### src/rtl/sram_loader.sv
// Streams a block of words into consecutive SRAM addresses from 0, then holds
// the buffer valid for the datapath until the consumer releases it.
module sram_loader #(
    parameter int ADDR_WIDTH = 4,
    parameter int DATA_WIDTH = 32,
    parameter int DEPTH      = 16
) (
    input  logic                  clk,
    input  logic                  rst,
    input  logic                  start,
    input  logic [ADDR_WIDTH:0]   len,
    input  logic                  in_valid,
    input  logic [DATA_WIDTH-1:0] in_data,
    input  logic                  in_last,
    output logic                  in_ready,
    output logic [ADDR_WIDTH-1:0] sram_waddr,
    output logic [DATA_WIDTH-1:0] sram_din,
    output logic                  sram_wen,
    output logic                  sram_chip_en,
    output logic                  buf_valid,
    output logic [ADDR_WIDTH:0]   buf_count,
    input  logic                  consume_done,
    output logic                  busy,
    output logic                  err_len
);

    localparam logic [1:0] S_IDLE  = 2'd0;
    localparam logic [1:0] S_LOAD  = 2'd1;
    localparam logic [1:0] S_FLUSH = 2'd2;
    localparam logic [1:0] S_FULL  = 2'd3;

    localparam logic [ADDR_WIDTH:0] DEPTH_L = (ADDR_WIDTH+1)'(DEPTH);
    localparam logic [ADDR_WIDTH:0] ONE     = (ADDR_WIDTH+1)'(1);

    logic [1:0]          state;
    logic [ADDR_WIDTH:0] wr_ptr;
    logic [ADDR_WIDTH:0] target;
    logic                xfer;
    logic                final_xfer;
    logic                len_ok;

    // The pointer guard keeps a write at or beyond target impossible even if
    // the FSM were to linger in LOAD.
    assign in_ready   = (state == S_LOAD) && (wr_ptr < target);
    assign xfer       = in_valid && in_ready;
    assign final_xfer = in_last || (wr_ptr == target - ONE);
    assign len_ok     = (len != '0) && (len <= DEPTH_L);

    always_ff @(posedge clk) begin
        if (!rst) begin
            state        <= S_IDLE;
            wr_ptr       <= '0;
            target       <= '0;
            buf_count    <= '0;
            sram_waddr   <= '0;
            sram_din     <= '0;
            sram_wen     <= 1'b0;
            sram_chip_en <= 1'b0;
            buf_valid    <= 1'b0;
            busy         <= 1'b0;
            err_len      <= 1'b0;
        end else begin
            // Write port: one-cycle latency from the accepting handshake.
            sram_wen     <= xfer;
            sram_chip_en <= xfer;
            if (xfer) begin
                sram_waddr <= wr_ptr[ADDR_WIDTH-1:0];
                sram_din   <= in_data;
                wr_ptr     <= wr_ptr + ONE;
            end

            case (state)
                S_IDLE: begin
                    if (start) begin
                        if (len_ok) begin
                            target  <= len;
                            wr_ptr  <= '0;
                            err_len <= 1'b0;
                            busy    <= 1'b1;
                            state   <= S_LOAD;
                        end else begin
                            err_len <= 1'b1;
                        end
                    end
                end
                S_LOAD: begin
                    if (xfer && final_xfer) begin
                        buf_count <= wr_ptr + ONE;
                        state     <= S_FLUSH;
                    end
                end
                S_FLUSH: begin
                    buf_valid <= 1'b1;
                    state     <= S_FULL;
                end
                default: begin
                    if (consume_done) begin
                        buf_valid <= 1'b0;
                        buf_count <= '0;
                        busy      <= 1'b0;
                        state     <= S_IDLE;
                    end
                end
            endcase
        end
    end

endmodule

### config.mk
export PLATFORM = sky130hd
export DESIGN_NAME = sram_loader
export DESIGN_NICKNAME = d
export VERILOG_FILES = /design/src/rtl/sram_loader.sv
export SDC_FILE = /design/constraint.sdc
export NUM_CORES = 1
export LEC_CHECK = 0
export ABC_AREA = 1
export BUFFER_PORTS_ARGS = -buffer_cell sky130_fd_sc_hd__buf_2
export CAP_MARGIN = 20
export CORE_ASPECT_RATIO = 1.2
export CORE_MARGIN = 1
export CORE_UTILIZATION = 29
export CTS_BUF_LIST = sky130_fd_sc_hd__clkbuf_4
export DETAILED_ROUTE_END_ITERATION = 16
export PLACE_DENSITY = 0.57
export SLEW_MARGIN = 20
export SYNTH_ARGS = -nofsm -noshare
export SYNTH_HDL_FRONTEND = slang
export SYNTH_SLANG_ARGS = --single-unit
### constraint.sdc
create_clock -name clk -period 5 [get_ports clk]
set_clock_uncertainty 0.2 [all_clocks]
set_input_delay 0.25 -clock clk [delete_from_list [all_inputs] [get_ports clk]]
set_output_delay 0.25 -clock clk [all_outputs]
set_load 0.005 [all_outputs]
==> flow_summary.yaml <==
timing:
  fin_hold_ws_ns: 0.1742
  hold_violations: 0
  fin_ws_ns: 2.045
  tightest_slew_ns: 0.8627
  setup_tns_ns: 0
  slew_violations: 0
  min_period_over_period_pct: 59.09
  maxSlewHeadroom_pct: 42.35
  period_minus_slack_ns: 2.955
  setup_violations: 0
  rsz0062_at_grt: "false"
  fmax_mhz: 338.5
global_routing:
  first_global_vias: 2457
  antenna_found_initial: 0
  grt_first_pass_wirelength_um: 10900
  grt-ovfl-total: 0
  grt_start_max_net_pins: 48
  grt_use_total_pct: 15.39
final_layout:
  area_growth_pct: 40.15
  antennaDiodeCount: 0
  final_cell_area_sq_um: 3560
  drive_gt1_share_pct: 24.11
  layout.nets: 526
placement:
  place_congestion: 0.7511
  port_buffers: 89
  dp_hpwl_um: 4348
  dp_slack_ns: 2.047
  place_area_sq_um: 3030
power_and_ir_drop:
  p_per_area_nw_per_um2: 405.8
  leakage_nw: 1.808
  ir_drop_v: 0.0001442
critical_path:
  r2r_cells: 9
  cp-start-kind: "flop"
  critical_path_required_ns: 5.06
  critPathKind: "flop to flop"
  critPathArrivalTime_ns: 3.02
  r2r-start: "wr_ptr[2]"
  critPathLaunch: "wr_ptr[2]"
  cp-end-kind: "flop"
  crit_fanout: 43
synth:
  synth-edff-count: 0
  netlist_top_cells_area: "dfxtp_1 (45%), nor2_1 (14%), nand2_1 (8.0%), o21ai_0 (6.1%), ha_1 (5.4%)"
  synthCells: 350
  seq_area_frac_synth_pct: 44.93
  syn_area_per_cell_sq_um: 7.257
  synth-seq-cells: 57
  synth_cell_type_count: 27
  synth_most_common_cell: "nor2_1"
  yosysTopAreaCell: "dfxtp_1"
  yosys_warnings: 0
  synthArstFlopShare_pct: 0
  synth_top_area_share_pct: 44.93
  netlist_area_sq_um: 2540
  syn_nets: 404
  synth_common_cells: "nor2_1 (97), dfxtp_1 (57), nand2_1 (54), o21ai_0 (31), inv_1 (22)"
  synth_ff_type: "dfxtp_1"
clock_network:
  ctsResizeCount: 0
  cts_tree: "built"
  numCtsBuffers: 9
  ctsRootBufferMaster: "clkbuf_4"
  cts.htree.levels: 3
  cts.clk_slew.worst_paths_ns: 0.11
  insertion_delay_ns: 0.40
  cts_buffer_depth: 2
  cts_sinks: 57
die:
  dieArea_sq_um: 9138
  start_util_pct: 29.82
  rows: 37
  ioPinCount: 90
  coreArea_sq_um: 8518
  die_h_um: 104.5
  die_w_um: 87.43
run:
  cap_violations: 0
min_path:
  min-delay-start: "in_last"
  hold_class: "primary input to flop"
  hold_depth: 7
routing:
  dr.pass1.iters: 4
  vias: 2579
  drt_iter0_drc: 90
  vias_per_cell: 4.342
  drc: 0
  wl_um: 6655
  wl_per_cell_um: 11.20
  drtAntennaViolNets: 0
run_status:
  status: "finished clean"
-- critical path, stage by stage, from the launching register on --
cell and delay, ns:
dfxtp_1 0.50, ha_1 0.30, nand2_1 0.07, nand2_1 0.05, nand2_1 0.07, nand4_2 0.13
nor2_4 0.67, inv_2 0.53, nor2_1 0.21, a211oi_1 0.06
-- final cells by class --
| type | instances | area (sq um) |
|---|---|---|
| inverter | 26 | 97.59 |
| tap | 117 | 146.4 |
| clock buffer | 9 | 67.56 |
| sequential | 57 | 1141 |
| fill | 957 | 4959 |
| multi-input combinational | 250 | 1200 |
| timing repair buffer | 128 | 835.8 |
| clock inverter | 7 | 71.32 |
-- metal layers --
metal  routed length, um  GRT usage (%)  up-vias
li1                    -              -     1359
met1                3099          17.98     1148
met2                3156          25.95       61
met3                 290          4.127       11
met4                 109          6.674        0
met5                   0              0        -
-- logic make-up after synthesis --
| group | synth area share (%) |
|---|---|
| and+or+nand+nor | 27.54 |
| AOI/OAI and AO/OA | 12.91 |
| DFF | 44.93 |
| buffers and inverters | 7.832 |
| adders and majority gates | 5.419 |
| xor gates and xnor gates | 1.379 |
-- metrics by stage --
stage / utilization, % / instances / power, W
2_1_floorplan: - / 350 / 0.0009399
3_3_place_gp: 35.58 / 539 / 0.001085
3_5_place_dp: 35.58 / 539 / 0.001093
4_1_cts: 41.79 / 594 / 0.001463
5_1_grt: 41.79 / 594 / 0.001564
6_report: 41.79 / 594 / 0.001445
-- final timing paths --
kind | to | slack, ns
worst max register to register | wr_ptr[3] | 2.05
worst max-delay path | wr_ptr[3] | 2.05
worst min register to register | buf_valid | 0.27
worst min-delay path | state[0] | 0.17
-- cell usage in the layout (no fill, tap or decap), drive strengths merged, types with 9 or more instances in the layout --
cell type	instances
dlygate4sd3	39
nand2	57
clkbuf	9
nor2	98
nand3	11
inv	26
dfxtp	57
o21ai	41
buf	89
a21oi	18
ha	11
-- power breakdown --
part / total, W / leakage, nW / internal (W) / switching [W]
Combinational: 0.000495 / 1.28 / 0.000210 / 0.000284
Sequential: 0.000608 / 0.463 / 0.000550 / 0.0000577
Clock: 0.000342 / 0.0695 / 0.000151 / 0.000191
Total: 0.00144 / 1.81 / 0.000912 / 0.000533
-- sequential cells by signal (all words and copies together), names as in the netlist, 2 cells and up --
signal      cells
target          5
wr_ptr          5
sram_din       32
state           2
sram_waddr      4
buf_count       5
-- timing repair --
item | 4_1_cts | 5_1_grt
hold endpoints to repair | 39 | 0
hold buffers | 39 | 0
endpoints found under the setup margin | 0 | 0
buffers inserted | 0 | 0
(Power assumes the default switching activity.)
